**src/rtl/pi_spi_bridge.sv**
```systemverilog
// pi_spi_bridge: SPI slave (mode 0, MSB first) that turns MCU frames into
// byte-wide PI bus reads and writes, with region chip-selects, a one-deep
// write pending register and a read prefetch register.
module pi_spi_bridge #(
    parameter int RD_CYCLES = 4,
    parameter int WR_CYCLES = 3
) (
    input  logic        clk,
    input  logic        rst,
    input  logic        spi_ss_n,
    input  logic        spi_sck,
    input  logic        spi_mosi,
    output logic        spi_miso,
    output logic [31:0] pi_addr,
    output logic [7:0]  pi_do,
    input  logic [7:0]  pi_din,
    output logic        pi_oe,
    output logic        pi_we_hi,
    output logic        pi_we_lo,
    output logic        pi_ce_rom0,
    output logic        pi_ce_rom1,
    output logic        pi_ce_sram,
    output logic        pi_ce_bram,
    output logic        pi_busy,
    output logic        pi_act,
    output logic        pi_ovf
);
    localparam int MAX_CYC = (RD_CYCLES > WR_CYCLES) ? RD_CYCLES : WR_CYCLES;
    localparam int CNT_W   = $clog2(MAX_CYC + 1);
    localparam logic [CNT_W-1:0] RD_LAST = CNT_W'(RD_CYCLES - 1);
    localparam logic [CNT_W-1:0] WR_LAST = CNT_W'(WR_CYCLES - 1);

    typedef enum logic [2:0] {S_IDLE, S_CMD, S_ADDR, S_WDATA, S_RTURN, S_RDATA} state_t;

    state_t           state_q, state_d;
    logic [2:0]       ss_sync_q, ss_sync_d;     // [1:0] synchroniser, [2] previous sample
    logic [2:0]       sck_sync_q, sck_sync_d;
    logic [1:0]       mosi_sync_q, mosi_sync_d;
    logic [2:0]       bit_cnt_q, bit_cnt_d;
    logic [6:0]       rx_q, rx_d;
    logic [1:0]       addr_cnt_q, addr_cnt_d;
    logic             is_wr_q, is_wr_d;
    logic [7:0]       tx_q, tx_d;
    logic [31:0]      addr_q, addr_d;
    logic [7:0]       do_q, do_d;
    logic             oe_q, oe_d, we_hi_q, we_hi_d, we_lo_q, we_lo_d;
    logic             busy_q, busy_d, acc_rd_q, acc_rd_d;
    logic [CNT_W-1:0] acc_cnt_q, acc_cnt_d;
    logic [7:0]       pend_q, pend_d, pref_q, pref_d;
    logic             pend_v_q, pend_v_d, act_q, act_d, ovf_q, ovf_d;

    logic       ss_fall, ss_rise, sck_rise, sck_fall, in_frame, byte_done;
    logic [7:0] rx_byte, wr_byte;
    logic       eng_free, new_wr, start_rd, wr_go, rd_go;
    logic       hit_rom0, hit_rom1, hit_sram, hit_bram, region_ok;

    // Region decode from the current address; selects are qualified by an
    // access in progress so the bus is quiet while idle.
    always_comb begin
        hit_rom0  = (addr_q[31:24] == 8'h00);
        hit_rom1  = (addr_q[31:24] == 8'h01);
        hit_sram  = (addr_q[31:24] == 8'h02);
        hit_bram  = (addr_q[31:24] == 8'h03);
        region_ok = hit_rom0 | hit_rom1 | hit_sram | hit_bram;
    end

    // Next-state logic: synchronisers, SPI frame FSM, PI access engine.
    always_comb begin
        // NOTE: every signal gets a default first so no path leaves it unassigned (no latches).
        ss_sync_d   = {ss_sync_q[1:0], spi_ss_n};
        sck_sync_d  = {sck_sync_q[1:0], spi_sck};
        mosi_sync_d = {mosi_sync_q[0], spi_mosi};
        state_d    = state_q;
        bit_cnt_d  = bit_cnt_q;
        rx_d       = rx_q;
        addr_cnt_d = addr_cnt_q;
        is_wr_d    = is_wr_q;
        tx_d       = tx_q;
        addr_d     = addr_q;
        do_d       = do_q;
        oe_d       = oe_q;
        we_hi_d    = we_hi_q;
        we_lo_d    = we_lo_q;
        busy_d     = busy_q;
        acc_rd_d   = acc_rd_q;
        acc_cnt_d  = acc_cnt_q;
        pend_d     = pend_q;
        pend_v_d   = pend_v_q;
        pref_d     = pref_q;
        act_d      = act_q;
        ovf_d      = ovf_q;
        new_wr     = 1'b0;
        start_rd   = 1'b0;
        wr_go      = 1'b0;
        rd_go      = 1'b0;
        wr_byte    = 8'h00;

        ss_fall   = ss_sync_q[2] & ~ss_sync_q[1];
        ss_rise   = ~ss_sync_q[2] & ss_sync_q[1];
        sck_rise  = sck_sync_q[1] & ~sck_sync_q[2];
        sck_fall  = ~sck_sync_q[1] & sck_sync_q[2];
        in_frame  = (state_q != S_IDLE);
        byte_done = in_frame & sck_rise & (bit_cnt_q == 3'd7);
        rx_byte   = {rx_q, mosi_sync_q[1]};
        eng_free  = ~busy_q | (acc_cnt_q == '0);

        // Access engine: count down the strobe, close it, step the address.
        if (busy_q) begin
            if (acc_cnt_q == '0) begin
                oe_d    = 1'b0;
                we_hi_d = 1'b0;
                we_lo_d = 1'b0;
                busy_d  = 1'b0;
                addr_d  = addr_q + 32'd1;
                if (acc_rd_q) pref_d = region_ok ? pi_din : 8'hFF;
            end else begin
                acc_cnt_d = acc_cnt_q - 1'b1;
            end
        end

        // SPI frame handling.
        if (ss_fall) begin
            state_d   = S_CMD;
            bit_cnt_d = 3'd0;
            ovf_d     = 1'b0;
            tx_d      = 8'hFF;
        end else if (ss_rise) begin
            state_d   = S_IDLE;
            bit_cnt_d = 3'd0;
            act_d     = 1'b0;
            tx_d      = 8'hFF;
        end else if (in_frame) begin
            if (sck_rise) begin
                bit_cnt_d = bit_cnt_q + 3'd1;
                rx_d      = rx_byte[6:0];
            end
            // The fall right after a byte boundary keeps the freshly loaded MSB.
            if (sck_fall && bit_cnt_q != 3'd0) tx_d = {tx_q[6:0], 1'b1};
            if (byte_done) begin
                case (state_q)
                    S_CMD: begin
                        is_wr_d    = rx_byte[7];
                        addr_cnt_d = 2'd0;
                        state_d    = S_ADDR;
                    end
                    S_ADDR: begin
                        addr_d     = {addr_q[23:0], rx_byte};
                        addr_cnt_d = addr_cnt_q + 2'd1;
                        if (addr_cnt_q == 2'd3) begin
                            act_d = 1'b1;
                            if (is_wr_q) begin
                                state_d = S_WDATA;
                            end else begin
                                state_d  = S_RTURN;
                                tx_d     = 8'hFF;
                                start_rd = 1'b1;
                            end
                        end
                    end
                    S_WDATA: new_wr = 1'b1;
                    S_RTURN, S_RDATA: begin
                        state_d  = S_RDATA;
                        tx_d     = pref_q;
                        start_rd = 1'b1;
                    end
                    default: ;
                endcase
            end
        end

        // Issue: pending write first, then a fresh byte, then a read fetch.
        if (eng_free) begin
            if (pend_v_q) begin
                wr_go    = 1'b1;
                wr_byte  = pend_q;
                pend_v_d = new_wr;
                if (new_wr) pend_d = rx_byte;
            end else if (new_wr) begin
                wr_go   = 1'b1;
                wr_byte = rx_byte;
            end else if (start_rd) begin
                rd_go = 1'b1;
            end
        end else if (new_wr) begin
            if (pend_v_q) begin
                ovf_d = 1'b1;
            end else begin
                pend_v_d = 1'b1;
                pend_d   = rx_byte;
            end
        end

        if (wr_go) begin
            do_d      = wr_byte;
            we_hi_d   = ~addr_d[0];
            we_lo_d   = addr_d[0];
            busy_d    = 1'b1;
            acc_rd_d  = 1'b0;
            acc_cnt_d = WR_LAST;
        end
        if (rd_go) begin
            oe_d      = 1'b1;
            busy_d    = 1'b1;
            acc_rd_d  = 1'b1;
            acc_cnt_d = RD_LAST;
        end
    end

    // State register; reset drops every strobe immediately.
    // NOTE: asynchronous reset so strobes fall even without a running clock.
    always_ff @(posedge clk or posedge rst) begin
        if (rst) begin
            state_q     <= S_IDLE;
            ss_sync_q   <= 3'b111;
            sck_sync_q  <= 3'b000;
            mosi_sync_q <= 2'b00;
            bit_cnt_q   <= 3'd0;
            rx_q        <= 7'd0;
            addr_cnt_q  <= 2'd0;
            is_wr_q     <= 1'b0;
            tx_q        <= 8'hFF;
            addr_q      <= 32'd0;
            do_q        <= 8'd0;
            oe_q        <= 1'b0;
            we_hi_q     <= 1'b0;
            we_lo_q     <= 1'b0;
            busy_q      <= 1'b0;
            acc_rd_q    <= 1'b0;
            acc_cnt_q   <= '0;
            pend_q      <= 8'd0;
            pend_v_q    <= 1'b0;
            pref_q      <= 8'hFF;
            act_q       <= 1'b0;
            ovf_q       <= 1'b0;
        end else begin
            // NOTE: non-blocking assignments so every flop updates from pre-edge values.
            state_q     <= state_d;
            ss_sync_q   <= ss_sync_d;
            sck_sync_q  <= sck_sync_d;
            mosi_sync_q <= mosi_sync_d;
            bit_cnt_q   <= bit_cnt_d;
            rx_q        <= rx_d;
            addr_cnt_q  <= addr_cnt_d;
            is_wr_q     <= is_wr_d;
            tx_q        <= tx_d;
            addr_q      <= addr_d;
            do_q        <= do_d;
            oe_q        <= oe_d;
            we_hi_q     <= we_hi_d;
            we_lo_q     <= we_lo_d;
            busy_q      <= busy_d;
            acc_rd_q    <= acc_rd_d;
            acc_cnt_q   <= acc_cnt_d;
            pend_q      <= pend_d;
            pend_v_q    <= pend_v_d;
            pref_q      <= pref_d;
            act_q       <= act_d;
            ovf_q       <= ovf_d;
        end
    end

    assign spi_miso   = tx_q[7];
    assign pi_addr    = addr_q;
    assign pi_do      = do_q;
    assign pi_oe      = oe_q;
    assign pi_we_hi   = we_hi_q;
    assign pi_we_lo   = we_lo_q;
    assign pi_busy    = busy_q;
    assign pi_act     = act_q;
    assign pi_ovf     = ovf_q;
    assign pi_ce_rom0 = busy_q & hit_rom0;
    assign pi_ce_rom1 = busy_q & hit_rom1;
    assign pi_ce_sram = busy_q & hit_sram;
    assign pi_ce_bram = busy_q & hit_bram;

endmodule

```
**config.mk**
```make
export PLATFORM = sky130hd
export DESIGN_NAME = pi_spi_bridge
export DESIGN_NICKNAME = d
export VERILOG_FILES = /design/src/rtl/pi_spi_bridge.sv
export SDC_FILE = /design/constraint.sdc
export NUM_CORES = 1
export LEC_CHECK = 0
export ABC_CLOCK_PERIOD_IN_PS = 9100
export BUFFER_PORTS_ARGS = -buffer_cell sky130_fd_sc_hd__buf_2
export CAP_MARGIN = 20
export CORE_MARGIN = 2
export CORE_UTILIZATION = 25
export CTS_CLUSTER_SIZE = 40
export DETAILED_ROUTE_END_ITERATION = 8
export REMOVE_ABC_BUFFERS = 1
export SYNTH_ARGS = -nofsm -noshare
export SYNTH_HDL_FRONTEND = slang
export SYNTH_SLANG_ARGS = --single-unit
```
**constraint.sdc**
```tcl
create_clock -name clk -period 9.1 [get_ports clk]
set_clock_uncertainty 0.05 [all_clocks]
set_input_delay 1.365 -clock clk [delete_from_list [all_inputs] [get_ports clk]]
set_output_delay 1.365 -clock clk [all_outputs]
set_load 0.005 [all_outputs]
```
==> results.yml, run 1 <==
sta:
  totalNegativeSetupSlack_ns: 0
  worstMarginPinSlew_ns: 0.779
  report.final.setup_viol: 0
  min_period_ns: 3.38
  rsz0062_at_grt: "no"
  relSlewSlack_pct: 48.0
  max_freq_ghz: 0.296
  holdWs_ns: 0.299
  hold_viol: 0
  drv_slew: 0
  post-route-period-util_pct: 37.1
power_and_ir_drop:
  ir_worst_vdd_uv: 86.2
  power.density_mw_per_mm2: 185
  total_leakage_power_nw: 2.50
synth:
  yosysMostFrequentCell: "dfrtp_1"
  ys_seq_area_share_pct: 50.6
  synthArstFlopShare_pct: 100
  synth_area_leaders: "dfrtp_1 (40%), dfstp_2 (10%), nand2_1 (5.0%), o21ai_0 (4.9%), mux2_2 (3.6%)"
  syn_inst: 493
  synth_top_cell_by_area: "dfrtp_1"
  netlist_top_cells_count: "dfrtp_1 (80), nand2_1 (66), o21ai_0 (48), a21oi_1 (34)"
  avgSynthCellArea_um2: 10.0
  ys.flop_type: "dfrtp_1"
  ys_ff_latch: 99
  syn_area_mm2: 0.00495
  synth-edff-count: 0
  yosys_warnings: 0
  synth_top_area_share_pct: 40.5
  yosysUniqueCellTypes: 59
floorplanning:
  placement_rows: 51
  die_h_um: 145
  dieArea_mm2: 0.0209
  pin_count: 64
  fp.coreArea_mm2: 0.0195
  fp.dieW_um: 145
  start_util_pct: 25.4
placed_design:
  dpl-instance-area_mm2: 0.00550
  gp_congestion: 0.794
  dp_hpwl_um: 8300
  port_buffers: 63
cts:
  cts_tree: "done"
  hold_buffers: 0
  clock_sinks: 99
  post_cts_resize_count: 0
  path_clk_slew_ns: 0.07
  htree_num_levels: 3
  cts_buffer_depth: 2
  cts_buffers: 9
  insertion_delay_ns: 0.35
  root_buffer: "clkbuf_16"
  post-cts-setup-buffers: 0
layout:
  fin_nets: 571
  design_area_mm2: 0.00584
  layout-drive-gt1-share_pct: 23.8
  insertedDiodeCount: 0
  area_growth_pct: 18.1
critical_path:
  cp-end-kind: "primary output"
  crit_chain: "or4_1, nor3_1, nand2_1, nor3b_1, buf_2"
  crit_required_ns: 7.69
  rr_worst_depth: 8
  reg2reg_to: "pi_we_lo"
  critical_path.top_delay_family: "simple AND/OR/NAND/NOR gates"
  path_class: "flip-flop to primary output"
  slowest_delay_ns: 0.52
  timing.rr.start: "ss_sync_q[1]"
  slowest_stage: "or4_1"
  path_max_fanout: 4
  cp.arrival_ns: 1.96
  regToRegSetupSlack_ns: 6.39
  start_kind: "flip-flop"
  path_buf_inv: 1
detailed_routing:
  wirelength_um: 11700
  drc: 0
  ant_nets: 0
  vias: 3789
  routedWlPerCell_um: 14.3
  via_per_inst: 4.63
  drtIter0Drc: 311
  dr.pass1.iters: 5
global_route:
  overflow: 0
  grt_pass1_wl_um: 18800
  grt_max_degree: 60
  grt_use_total_pct: 11.5
  antenna_found_initial: 0
  first_global_vias: 3561
job:
  cap_violations: 0
min_path:
  hp-class: "flip-flop to flip-flop"
  worstHoldStart: "mosi_sync_q[0]"
  holdPathEnd: "mosi_sync_q[1]"
  holdPathStages: 0
status:
  outcome: "complete, no violations"
==> report_power, final <==
part,leakage (nW),internal (mW),switching (mW)
Combinational,1.06,0.0583,0.0666
Clock,0.159,0.256,0.163
Sequential,1.28,0.488,0.0501
Total,2.50,0.802,0.280
==> worst register-to-register path: stages, from the launching register on <==
cell and delay, ns:
dfstp_2 0.55, inv_1 0.05, ha_1 0.21, or2_1 0.45
nor3_4 0.26, buf_4 0.46, or3_1 0.19, a21oi_1 0.05
a311o_1 0.35
==> cell families after synthesis <==
| kind of cell | Yosys count | share of synthesized area, % |
|---|---|---|
| buf+inv | 39 | 3.62 |
| mux | 27 | 5.87 |
| fa+ha+maj | 10 | 2.48 |
| compound gates | 115 | 13.6 |
| simple gates | 171 | 18.2 |
| flops | 99 | 50.6 |
| xor+xnor | 32 | 5.66 |
==> state kept, by name, indices dropped and copies added, names as in the netlist, 7 cells and up <==
register / flops
pi_addr: 32
pend_q: 8
pi_do: 8
pref_q: 8
tx_q: 8
rx_q: 7
==> per-stage QoR <==
step	util (%)	std cells	setup slack (ns)	power (mW)
2_1_floorplan	-	471	5.13	0.626
3_3_place_gp	28.3	801	6.11	0.668
3_5_place_dp	28.3	801	6.11	0.673
4_1_cts	30.0	817	5.72	1.10
5_1_grt	30.0	819	5.47	1.14
6_report	30.0	819	5.72	1.08
==> layer usage <==
layer	GRT usage [%]	up-vias	share of wire (%)
li1	-	1863	-
met3	4.15	8	5.5
met2	17.5	67	45
met5	0	-	0
met4	2.35	0	0.74
met1	15.8	1851	49
==> layout by cell type, fill, tap and decap left out, drive strengths merged, types with 4 or more instances in the layout <==
cell | synthesis | final
dfrtp | 80 | 80
nand2 | 67 | 67
buf | 12 | 67
o21ai | 54 | 54
a21oi | 34 | 34
nor2 | 20 | 20
dfstp | 19 | 19
nand3 | 18 | 18
inv | 17 | 17
mux2 | 16 | 16
xnor2 | 16 | 16
xor2 | 16 | 16
nor3 | 14 | 14
clkbuf | 10 | 12
mux2i | 11 | 11
nand4 | 10 | 10
ha | 9 | 9
nor4 | 9 | 9
o22a | 8 | 8
and3 | 5 | 5
and2 | 4 | 4
==> area by class of cell <==
class | instances | area, um2
clock buffers | 12 | 256
clock inverters | 4 | 72.6
fillers | 2029 | 13600
inverters | 17 | 66.3
multi-input cells | 355 | 2270
flip-flops and latches | 99 | 2500
well taps | 265 | 332
repair buffers | 67 | 340
==> worst max path at each step <==
stage	depth (start not counted)	start	endpoint
2_1_floorplan	1	rst	acc_cnt_q[0]
3_3_place_gp	5	pi_addr[30]	pi_ce_sram
3_5_place_dp	5	pi_addr[30]	pi_ce_sram
4_1_cts	5	pi_addr[30]	pi_ce_sram
5_1_grt	5	pi_addr[30]	pi_ce_rom1
6_report	5	pi_addr[30]	pi_ce_sram
Note: power is estimated with default switching activity, not from simulation.
==> run 2: changes to the inputs <==
ABC_CLOCK_PERIOD_IN_PS = 3200   (was 9100)
clock period = 3.2 ns   (was 9.1 ns; I/O delays follow)
==> results.yml, run 2 (synthesis results as in run 1) <==
status:
  outcome: "complete, no violations"
sta:
  setup_slack_ns: 0.540
  worstMarginPinSlew_ns: 0.757
  max_freq_ghz: 0.376
  rsz0062_at_grt: "no"
  totalNegativeSetupSlack_ns: 0
  holdWs_ns: 0.118
  min_period_ns: 2.66
  hold_viol: 0
  report.final.setup_viol: 0
  drv_slew: 0
  post-route-period-util_pct: 83.1
  relSlewSlack_pct: 49.5
power_and_ir_drop:
  sequentialPowerShare_pct: 49.5
  finalPower_mw: 3.09
  ir_worst_vdd_uv: 246
  clkPwrFrac_pct: 38.6
  total_leakage_power_nw: 2.53
  p_int_mw: 2.29
  p_switching_uw: 807
  switching_share_pct: 26.1
  power.density_mw_per_mm2: 525
  p_comb_share_pct: 11.9
floorplanning:
  die_h_um: 145
  start_util_pct: 25.4
  dieArea_mm2: 0.0209
  placement_rows: 51
  fp.dieW_um: 145
  fp.coreArea_mm2: 0.0195
  pin_count: 64
global_route:
  first_global_vias: 3567
  overflow: 0
  grt_pass1_wl_um: 19100
  grt_use_total_pct: 11.8
  antenna_found_initial: 0
  grt_max_degree: 46
layout:
  layout-drive-gt1-share_pct: 24.4
  insertedDiodeCount: 0
  nFillCells: 2017
  design_area_mm2: 0.00589
  area_growth_pct: 19.0
  fin_util_pct: 30.3
  fin_nets: 575
  largest_reg_flops: 32
  final_cell_mix: "dfrtp_1 (80), nand2_1 (66), buf_2 (63)"
  stdcell_count: 823
  mostFrequentLayoutCell: "dfrtp_1"
cts:
  clock_sinks: 99
  hold_buffers: 0
  insertion_delay_ns: 0.35
  cts_tree: "done"
  htree_num_levels: 3
  post_cts_resize_count: 0
  post-cts-setup-buffers: 0
  cts_buffers: 9
  cts_buffer_depth: 2
  path_clk_slew_ns: 0.07
  root_buffer: "clkbuf_16"
critical_path:
  rr_worst_depth: 6
  path_class: "flip-flop to flip-flop"
  timing.rr.start: "ss_sync_q[2]"
  cp.arrival_ns: 2.85
  cp-end-kind: "flip-flop"
  reg2reg_to: "pi_we_lo"
  regToRegSetupSlack_ns: 0.54
  crit_required_ns: 3.39
  start_kind: "flip-flop"
  path_max_fanout: 22
job:
  cap_violations: 0
placed_design:
  port_buffers: 63
  dp_slack_ns: 0.521
  gp_congestion: 0.779
  dp.cells: 807
  dp_hpwl_um: 8440
  dpl-instance-area_mm2: 0.00556
detailed_routing:
  drc: 0
  vias: 3772
  ant_nets: 0
  routedWlPerCell_um: 14.3
  drtIter0Drc: 178
  wirelength_um: 11800
  dr.pass1.iters: 4
  via_per_inst: 4.58
min_path:
  hp-class: "primary input to async pin"
## run 2: cell count changes in the layout (fill, tap and decap cells not counted), sizes merged
cell / before / now
buf: 67 / 71
## run 2: cell type report
| cell class | count | area, um2 | area share [%] |
|---|---|---|---|
| clock buffers | 12 | 256 | 4.36 |
| flip-flops and latches | 99 | 2500 | 42.5 |
| clock inverters | 4 | 72.6 | 1.23 |
| well taps | 265 | 332 | 5.63 |
| multi-input cells | 355 | 2270 | 38.6 |
| inverters | 17 | 66.3 | 1.13 |
| repair buffers | 71 | 388 | 6.59 |
## run 2: critical path: stages, from the launching register on
cell and delay (ns):
dfstp_2 0.53, inv_1 0.04, ha_1 0.20, or2_1 0.46
nor4_4 0.52, o21ai_2 0.31, a311o_1 0.43
## run 2: per-layer routing
layer | part of all wire, % | global-route usage (%) | up-vias
li1 | - | - | 1867
met1 | 49 | 16.5 | 1826
met2 | 44 | 17.3 | 69
met3 | 4.7 | 3.46 | 10
met4 | 1.6 | 4.45 | 0
met5 | 0 | 0 | -
## run 2: how the worst max path moves through the flow
stage | endpoint | slack, ns | from
after floorplan | pi_we_lo | -0.29 | ss_sync_q[2]
after global placement | pi_we_lo | 0.56 | ss_sync_q[2]
after detailed placement | pi_we_lo | 0.52 | ss_sync_q[2]
after CTS | pi_we_lo | 0.52 | ss_sync_q[2]
after global routing | pi_we_lo | 0.34 | ss_sync_q[1]
final | pi_we_lo | 0.54 | ss_sync_q[2]
## run 2: power by group through the flow
stage	combinational [mW]	sequential, mW	clock, mW
after floorplan	0.273	1.51	0
after global placement	0.365	1.55	0
after detailed placement	0.372	1.56	0
after CTS	0.373	1.53	1.23
after global routing	0.419	1.55	1.27
final	0.367	1.53	1.19
